--- config.mk ---
export PLATFORM = sky130hd
export DESIGN_NAME = fpalu_sequencer
export DESIGN_NICKNAME = d
export VERILOG_FILES = /design/src/rtl/fpalu_sequencer.sv
export SDC_FILE = /design/constraint.sdc
export NUM_CORES = 1
export LEC_CHECK = 0
export BUFFER_PORTS_ARGS = -buffer_cell sky130_fd_sc_hd__buf_2
export CORE_UTILIZATION = 40
export DETAILED_ROUTE_END_ITERATION = 7
export PLACE_DENSITY_LB_ADDON = 0.2
export RECOVER_POWER = 100
export SLEW_MARGIN = 10
export SYNTH_ARGS = -nofsm -noshare
export SYNTH_HDL_FRONTEND = slang
export SYNTH_SLANG_ARGS = --single-unit
--- constraint.sdc ---
create_clock -name iclock -period 10.75 [get_ports iclock]
set_clock_uncertainty 0.1 [all_clocks]
set_input_delay 1.075 -clock iclock [delete_from_list [all_inputs] [get_ports iclock]]
set_output_delay 1.075 -clock iclock [all_outputs]
set_load 0.05 [all_outputs]
--- src/rtl/fpalu_sequencer.sv ---
// Multi-cycle issue controller for the FPALU: holds opcode/operands stable for the
// opcode's latency, then captures result and flags and pulses odone for one cycle.
module fpalu_sequencer #(
  parameter int unsigned LAT_ADDSUB = 8,
  parameter int unsigned LAT_MUL    = 6,
  parameter int unsigned LAT_DIV    = 7,
  parameter int unsigned LAT_SQRT   = 17,
  parameter int unsigned LAT_CMP    = 2,
  parameter int unsigned LAT_CVT    = 7,
  parameter int unsigned LAT_MINMAX = 2,
  parameter int unsigned LAT_COMB   = 1
) (
  input  logic        iclock,
  input  logic        ireset,
  input  logic        istart,
  input  logic        iabort,
  input  logic [4:0]  icontrol,
  input  logic [31:0] idataa,
  input  logic [31:0] idatab,
  output logic [4:0]  ofpu_control,
  output logic [31:0] ofpu_dataa,
  output logic [31:0] ofpu_datab,
  input  logic [31:0] ifpu_result,
  input  logic        ifpu_nan,
  input  logic        ifpu_zero,
  input  logic        ifpu_overflow,
  input  logic        ifpu_underflow,
  input  logic        ifpu_comp,
  output logic        obusy,
  output logic        odone,
  output logic [31:0] oresult,
  output logic        onan,
  output logic        ozero,
  output logic        ooverflow,
  output logic        ounderflow,
  output logic        oCompResult
);

  // Opcode encodings shared with the core's FP opcode table
  localparam logic [4:0] FOPADD    = 5'd0;
  localparam logic [4:0] FOPSUB    = 5'd1;
  localparam logic [4:0] FOPMUL    = 5'd2;
  localparam logic [4:0] FOPDIV    = 5'd3;
  localparam logic [4:0] FOPSQRT   = 5'd4;
  localparam logic [4:0] FOPABS    = 5'd5;
  localparam logic [4:0] FOPNEG    = 5'd6;
  localparam logic [4:0] FOPCEQ    = 5'd7;
  localparam logic [4:0] FOPCLT    = 5'd8;
  localparam logic [4:0] FOPCLE    = 5'd9;
  localparam logic [4:0] FOPCVTSW  = 5'd10;
  localparam logic [4:0] FOPCVTWS  = 5'd11;
  localparam logic [4:0] FOPSGNJ   = 5'd12;
  localparam logic [4:0] FOPSGNJN  = 5'd13;
  localparam logic [4:0] FOPSGNJX  = 5'd14;
  localparam logic [4:0] FOPMAX    = 5'd15;
  localparam logic [4:0] FOPMIN    = 5'd16;
  localparam logic [4:0] FOPCVTSWU = 5'd17;
  localparam logic [4:0] FOPCVTWUS = 5'd18;

  typedef enum logic {S_IDLE, S_EXEC} state_t;

  state_t      state_reg, state_next;
  logic [4:0]  cnt_reg, cnt_next;
  logic [4:0]  lat_sel;
  logic        accept, capture;
  logic        done_reg;
  logic [4:0]  ctrl_reg;
  logic [31:0] dataa_reg, datab_reg, result_reg;
  logic [4:0]  flags_reg;  // {comp, nan, zero, overflow, underflow}

  always_comb begin
    lat_sel = 5'(LAT_COMB);
    case (icontrol)
      FOPADD, FOPSUB:                             lat_sel = 5'(LAT_ADDSUB);
      FOPMUL:                                     lat_sel = 5'(LAT_MUL);
      FOPDIV:                                     lat_sel = 5'(LAT_DIV);
      FOPSQRT:                                    lat_sel = 5'(LAT_SQRT);
      FOPCEQ, FOPCLT, FOPCLE:                     lat_sel = 5'(LAT_CMP);
      FOPCVTSW, FOPCVTWS, FOPCVTSWU, FOPCVTWUS:   lat_sel = 5'(LAT_CVT);
      FOPMAX, FOPMIN:                             lat_sel = 5'(LAT_MINMAX);
      FOPABS, FOPNEG, FOPSGNJ, FOPSGNJN, FOPSGNJX: lat_sel = 5'(LAT_COMB);
      default:                                    lat_sel = 5'(LAT_COMB);
    endcase
  end

  always_comb begin
    state_next = state_reg;
    cnt_next   = cnt_reg;
    accept     = 1'b0;
    capture    = 1'b0;
    case (state_reg)
      S_IDLE: begin
        if (istart && !iabort) begin
          accept     = 1'b1;
          cnt_next   = lat_sel;
          state_next = S_EXEC;
        end
      end
      S_EXEC: begin
        // Abort outranks the final-cycle capture
        if (iabort) begin
          cnt_next   = 5'd0;
          state_next = S_IDLE;
        end else if (cnt_reg <= 5'd1) begin
          capture    = 1'b1;
          cnt_next   = 5'd0;
          state_next = S_IDLE;
        end else begin
          cnt_next = cnt_reg - 5'd1;
        end
      end
      default: state_next = S_IDLE;
    endcase
  end

  always_ff @(posedge iclock or posedge ireset) begin
    if (ireset) begin
      state_reg <= S_IDLE;
      cnt_reg   <= 5'd0;
      done_reg  <= 1'b0;
    end else begin
      state_reg <= state_next;
      cnt_reg   <= cnt_next;
      done_reg  <= capture;
    end
  end

  always_ff @(posedge iclock or posedge ireset) begin
    if (ireset) begin
      ctrl_reg  <= 5'd0;
      dataa_reg <= 32'd0;
      datab_reg <= 32'd0;
    end else if (accept) begin
      ctrl_reg  <= icontrol;
      dataa_reg <= idataa;
      datab_reg <= idatab;
    end
  end

  always_ff @(posedge iclock or posedge ireset) begin
    if (ireset) begin
      result_reg <= 32'd0;
      flags_reg  <= 5'd0;
    end else if (capture) begin
      result_reg <= ifpu_result;
      flags_reg  <= {ifpu_comp, ifpu_nan, ifpu_zero, ifpu_overflow, ifpu_underflow};
    end
  end

  assign ofpu_control = ctrl_reg;
  assign ofpu_dataa   = dataa_reg;
  assign ofpu_datab   = datab_reg;
  assign obusy        = (state_reg == S_EXEC);
  assign odone        = done_reg;
  assign oresult      = result_reg;
  assign oCompResult  = flags_reg[4];
  assign onan         = flags_reg[3];
  assign ozero        = flags_reg[2];
  assign ooverflow    = flags_reg[1];
  assign ounderflow   = flags_reg[0];

endmodule

# After elaboration in Yosys (flattened, before gate mapping)

Memories as Yosys holds them, arrays and structs flattened.
Cells that the tools add are included.

Logic and storage cells: 27
ROM bits: 160
Input port bits: 110
Bits in registers: 113
Memories kept: 1

Memories:

| name            | words | width | rd ports | clocked after memory_dff | wr ports | RTL line | source |
|---|---|---|---|---|---|---|---|
| (no name shown) | 32    | 5     | 1        | 0                        | 0        | 73       | `case (icontrol)` |

Reductions and logical operators: 2
Bitwise logic cells: 1
$add $sub $neg: 1
Equal/unequal tests: 1
Magnitude comparators: 1
Multiplexer cells: 12

Operator list:

| operator                                                                          | count |
|---|---|
| 5-bit 2-to-1 mux                                                                  | 3 |
| 5-bit case mux with 2 select lines                                                | 1 |
| 1-bit 2-to-1 mux                                                                  | 7 |
| 5-bit by 1-bit less-or-equal comparator with 1-bit output (second input constant) | 1 |
| 5-bit by 1-bit subtractor with 5-bit output (second input constant)               | 1 |
| 2-bit != test (second input constant)                                             | 1 |
| 1-bit case mux with 2 select lines                                                | 1 |
| 1-bit logical AND                                                                 | 1 |
| 1-bit zero test                                                                   | 1 |
| 1-bit NOT                                                                         | 1 |

# Logic depth before layout (Yosys ltp)

Gate-level depths: netlist of run 1.

Depth in word-level cells: 4
Mapped depth: 7
Gate-level depth less buffers: 6

# Worst setup path after synthesis of run 1

OpenSTA, ideal clock, no wires.

Path kind: input -> register
Start: input iabort
End: register result_reg[16] (netlist: oresult[16])
Slack: 8.548 ns
Buffers on the path: 2
Arrival: 1.977 ns
Stages: 5
Setup time: 0.125 ns
Cell sequence: and2b_1 > nand3_1 > buf_4 > buf_6 > mux2_2

Cells in the longest elaborated chain, start to end: 2

RTL lines:

| what                   | RTL line | source |
|---|---|---|
| start: declaration     | 16       | `input logic iabort,` |
| 1-bit 2-to-1 mux       | 101      | `if (iabort) begin` |
| 1-bit 2-to-1 mux       | 91       | `case (state_reg)` |
| end signal: assignment | 145      | `result_reg <= ifpu_result;` |
| end: declaration       | 68       | `logic [31:0] dataa_reg, datab_reg, result_reg;` |

Every way passes these cells.
A chain may end at the register's enable or synchronous reset.

==> impl_metrics.ini, run 1 <==
[outcome]
outcome = complete, but fails checks
violations = max-capacitance violations, max-slew violations

[final_layout]
final_cells = 810
drive_gt1_frac = 0.269
syn_to_final_growth_pct = 37.5
finish.utilization = 0.568
nets = 772
fin_area_um2 = 6190
diodes = 0

[die]
top_level_ports = 218
initial_core_util = 0.413
num_rows = 38
die-height_um = 108
dieWidth_um = 108
die-area_um2 = 11700
core_um2 = 10900

[yosys]
ys_types = 28
synth_edf_count = 0
synth_top_family_by_area = simple AND/OR/NAND/NOR gates
netlist_area_um2 = 4500
synthAdderAreaFrac = 0.0139
ys_seq_area_frac = 0.628
synthXorXnorAreaFrac = 0
yosysMostFrequentCell = nand2_1
synthSimpleGateAreaFrac = 0.205
synth_fp_nets = 553
synth_commonest_cells = 213 x nand2_1, 113 x dfrtp_1, 37 x mux2_2
avgSynthCellArea_um2 = 10.3
synthArstFlopShare = 1.00
yosysWarnings = 0
synthMuxAreaShare = 0.0926
synth_top_area_frac = 0.628
synth_cells = 438
yosys-top-cells-area = dfrtp_1 63%, nand2_1 18%, mux2_2 9.3%
yosys.area.top_type = dfrtp_1
synth_ff_type = dfrtp_1
synth_compound_area_frac = 0.0286
ys_ff_latch = 113

[setup_path]
crit_required_ns = 10.62
critPathLaunch = ireset
crit_path_max_fanout = 58
cp-end-kind = async pin
rr_startpoint = obusy
endpoint = ofpu_dataa[27]
crit_arrival_ns = 4.77
rrSetupSlack_ns = 7.19
r2r_end = ofpu_control[1]
crit_type = in2async
start_kind = input pin
reg2reg_depth = 3

[clock_network]
clock_latency_ns = 0.50
root_buffer = clkbuf_8
hold_buffers = 0
clockBufferDepth = 2
clk_pin_slew_worst_paths_ns = 0.05
cts_buffers = 17
cts_sinks = 113
postCtsResizedCells = 0
tritoncts = done
cts_max_level = 4
cts_setup_buffers = 0

[global_route]
overflow = 0
grt_pass1_vias = 3708
grt_first_pass_wirelength_mm = 16.8
antenna_found_initial = 0
grt_max_degree = 76
grt_usage = 0.189

[pwr]
power.total_mw = 2.09
power.density_nw_per_um2 = 338
peakVddDrop_mv = 0.197
p_leak_nw = 3.17

[sta]
fin_crit_sh = 0.456
slew_headroom = -1.19
min_period_ns = 4.91
hold_viol = 0
fin_setup_tns_ns = 0
setup_viol = 0
fmax_mhz = 204
rsz0062_at_grt = no
maxSlewViolCount = 231
worst_slew_pin_slew_ns = 3.28

[drt]
routed_wl_mm = 10.6
final_antenna_net_count = 0
wl_per_cell_um = 13.1
drt-initial-drc-count = 138
first_pass_iters = 6
drc = 0
vias_per_cell = 4.60
vias = 3730

[hold_path]
holdCritStartpoint = ofpu_dataa[7]
min_path_type = reg2reg

[place]
dp.cells = 778
gp_congestion = 0.757
dpl_cell_area_um2 = 5690
dp_hpwl_mm = 7.33
portBuffers = 217

[run]
cap_violations = 4
-- cells in the final DEF (no fill, tap or decap), types with 2 or more instances in the layout --
cell type   instances
o21ai_0             6
mux2_2             37
nor3b_1             2
o22ai_1             2
nor2_1              6
nand2b_1            4
a31oi_1             2
ha_1                5
clkbuf_8            4
buf_2             108
nand2_1           213
a21oi_1             5
bufinv_16           5
inv_1               7
o211ai_1            2
buf_4               2
clkinvlp_4          3
dfrtp_1           113
clkbuf_1          114
clkbuf_16          16
-- through the flow --
| stage | hold slack (ns) | setup slack, ns |
|---|---|---|
| 3_5_place_dp | 0.357 | 7.72 |
| 4_1_cts | 0.371 | 8.26 |
| 3_3_place_gp | 0.353 | 7.82 |
| 5_1_grt | 0.398 | 4.84 |
| 2_1_floorplan | 0.417 | 6.59 |
| 6_report | 0.369 | 5.84 |
-- final cells by class --
cell class / count / area, µm²
Inverter: 8 / 31.3
Fill cell: 1006 / 4700
Sequential cell: 113 / 2830
Tap cell: 140 / 175
Timing Repair Buffer: 221 / 972
Clock inverter: 9 / 178
Multi-Input combinational cell: 296 / 1540
Clock buffer: 23 / 467
-- how the worst min path moves through the flow --
stage	endpoint	slack, ns	depth (start not counted)
finish	ofpu_dataa[7]	0.37	2
global route	ofpu_datab[12]	0.40	2
CTS	ofpu_dataa[29]	0.37	2
detailed placement	ofpu_dataa[29]	0.36	2
global placement	ofpu_datab[6]	0.35	2
floorplan	cnt_reg[1]	0.42	2
-- power breakdown --
group | internal [mW] | switching [mW]
registers | 0.570 | 0.0790
clock network | 0.418 | 0.187
logic | 0.173 | 0.664
-- kinds of logic after synthesis --
family | after synthesis
AND/OR/NAND/NOR | 233
adder cells (fa/ha/maj) | 5
buffers and inverters | 29
flip-flops | 113
AO/OA/AOI/OAI | 21
multiplexers | 37
-- per-layer routing --
metal  vias to the layer above  global-route usage  wire length, µm
met3                        10              0.0741              834
met4                         0              0.0812              120
li1                       1826                   -                -
met2                       142               0.316             5230
met1                      1752               0.215             4440
met5                         -                   0                0
-- critical path: stages --
cell and delay, ns:
buf_2 0.10, clkinvlp_2 1.40, clkbuf_1 2.15
No activity file was read; power rests on OpenSTA's default activity.
==> run 2, diff against run 1 <==
==> constraint.sdc (replaced) <==
create_clock -name iclock -period 4.4 [get_ports iclock]
set_clock_uncertainty 0.1 [all_clocks]
set_input_delay 0.44 -clock iclock [delete_from_list [all_inputs] [get_ports iclock]]
set_output_delay 0.44 -clock iclock [all_outputs]
set_load 0.05 [all_outputs]
==> impl_metrics.ini, run 2 (same netlist as run 1, synthesis figures left out) <==
[pwr]
power.density_nw_per_um2 = 757
p_sw_mw = 2.23
cellInternalPower_mw = 2.58
p_leak_nw = 3.25
power.share.clock = 0.240
seq_power_share = 0.330
peakVddDrop_mv = 0.446
switching_share = 0.463
p_comb_frac = 0.430
power.total_mw = 4.81

[place]
portBuffers = 217
dpl_cell_area_um2 = 5700
dp_hpwl_mm = 7.43
gp_congestion = 0.765
dp_worst_setup_slack_ns = 2.01
dp.cells = 779

[drt]
wl_per_cell_um = 13.1
final_antenna_net_count = 0
first_pass_iters = 6
drc = 0
drt-initial-drc-count = 136
routed_wl_mm = 11.0
vias_per_cell = 4.59
vias = 3839

[final_layout]
finish.utilization = 0.584
final_common_cell = nand2_1
final_cells = 836
num-fill-cells = 1027
diodes = 0
drive_gt1_frac = 0.253
final_cell_mix = 213 x nand2_1, 114 x clkbuf_1, 113 x dfrtp_1, 108 x buf_2, 37 x mux2_2
syn_to_final_growth_pct = 41.2
nets = 803
fin_area_um2 = 6350

[hold_path]
whs_path_depth = 3
hold_end = ofpu_dataa[28]
min_path_type = in2reg
holdCritStartpoint = idataa[28]

[die]
dieWidth_um = 108
die-area_um2 = 11700
num_rows = 38
core_um2 = 10900
top_level_ports = 218
die-height_um = 108
initial_core_util = 0.413

[clock_network]
tritoncts = done
clockBufferDepth = 2
clock_latency_ns = 0.50
root_buffer = clkbuf_8
cts_sinks = 113
cts_buffers = 17
cts_max_level = 4
postCtsResizedCells = 0
clk_pin_slew_worst_paths_ns = 0.05

[setup_path]
crit_required_ns = 4.67
crit_path_max_fanout = 38
path_cells = inv_1 -> ha_1 -> o21bai_1 -> nand3_1 -> mux2_2
slowest_delay_ns = 1.21
r2r_end = oresult[14]
reg2reg_depth = 5
crit_arrival_ns = 3.25
cp-end-kind = flip-flop
crit_type = reg2reg
critPathSlowestCell = nand3_1
rr_startpoint = cnt_reg[1]
rrSetupSlack_ns = 1.42
start_kind = flip-flop

[sta]
hold_viol = 0
fmax_mhz = 336
slew_headroom = -0.461
hold_ws_ns = 0.0326
fin_setup_tns_ns = 0
min_period_ns = 2.98
rsz0062_at_grt = no
setup_viol = 0
fin_crit_sh = 0.676
maxSlewViolCount = 90
worst_slew_pin_slew_ns = 2.18
setup_ws_ns = 1.42

[global_route]
grt_max_degree = 76
grt_usage = 0.194
overflow = 0
grt_first_pass_wirelength_mm = 17.4
grt_pass1_vias = 3868
antenna_found_initial = 1

[run]
cap_violations = 3

[outcome]
outcome = complete, but fails checks
violations = max-capacitance violations, max-slew violations
run 2: worst max-delay path by stage:
stage	depth (start not counted)	slack, ns	to	from
2_1_floorplan	1	0.87	cnt_reg[0]	ireset
3_3_place_gp	4	2.09	oresult[28]	iabort
3_5_place_dp	5	2.01	flags_reg[0]	cnt_reg[1]
4_1_cts	5	2.00	oresult[14]	cnt_reg[1]
5_1_grt	4	1.03	ofpu_dataa[29]	ireset
6_report	5	1.42	oresult[14]	cnt_reg[1]
run 2: timing repair:
| item | CTS | global route |
|---|---|---|
| hold buffers | 30 | 0 |
| setup buffers | 0 | 0 |
| hold endpoints to repair | 77 | 0 |
run 2: critical path, delay by kind of cell (launching register included):
family | cells | cell delay (ns)
compound gates | 1 | 0.15
mux | 1 | 0.74
buf+inv | 1 | 0.09
simple gates | 1 | 1.21
flops | 1 | 0.40
fa+ha+maj | 1 | 0.14
run 2: routing by layer:
metal  global-route usage  wire length (µm)  vias up
met5                    0                14        -
li1                     -                 -     1882
met3               0.0766               832       22
met2                0.318              5260      145
met1                0.221              4630     1788
met4               0.0969               216        2
run 2: power groups by stage:
stage               clock [mW]  combinational [mW]  sequential, mW
detailed placement           0                2.16            1.59
finish                    1.16                2.07            1.59
global placement             0                2.13            1.58
floorplan                    0               0.444            2.78
global route              1.24                2.19            1.64
CTS                       1.19                2.18            1.58
run 2: layout make-up:
class,count,area [µm²],share of cell area
Sequential cell,113,2830,0.445
Inverter,8,31.3,0.00492
Multi-Input combinational cell,296,1540,0.242
Clock buffer,27,502,0.0790
Timing Repair Buffer,252,1280,0.202
Tap cell,140,175,0.0276
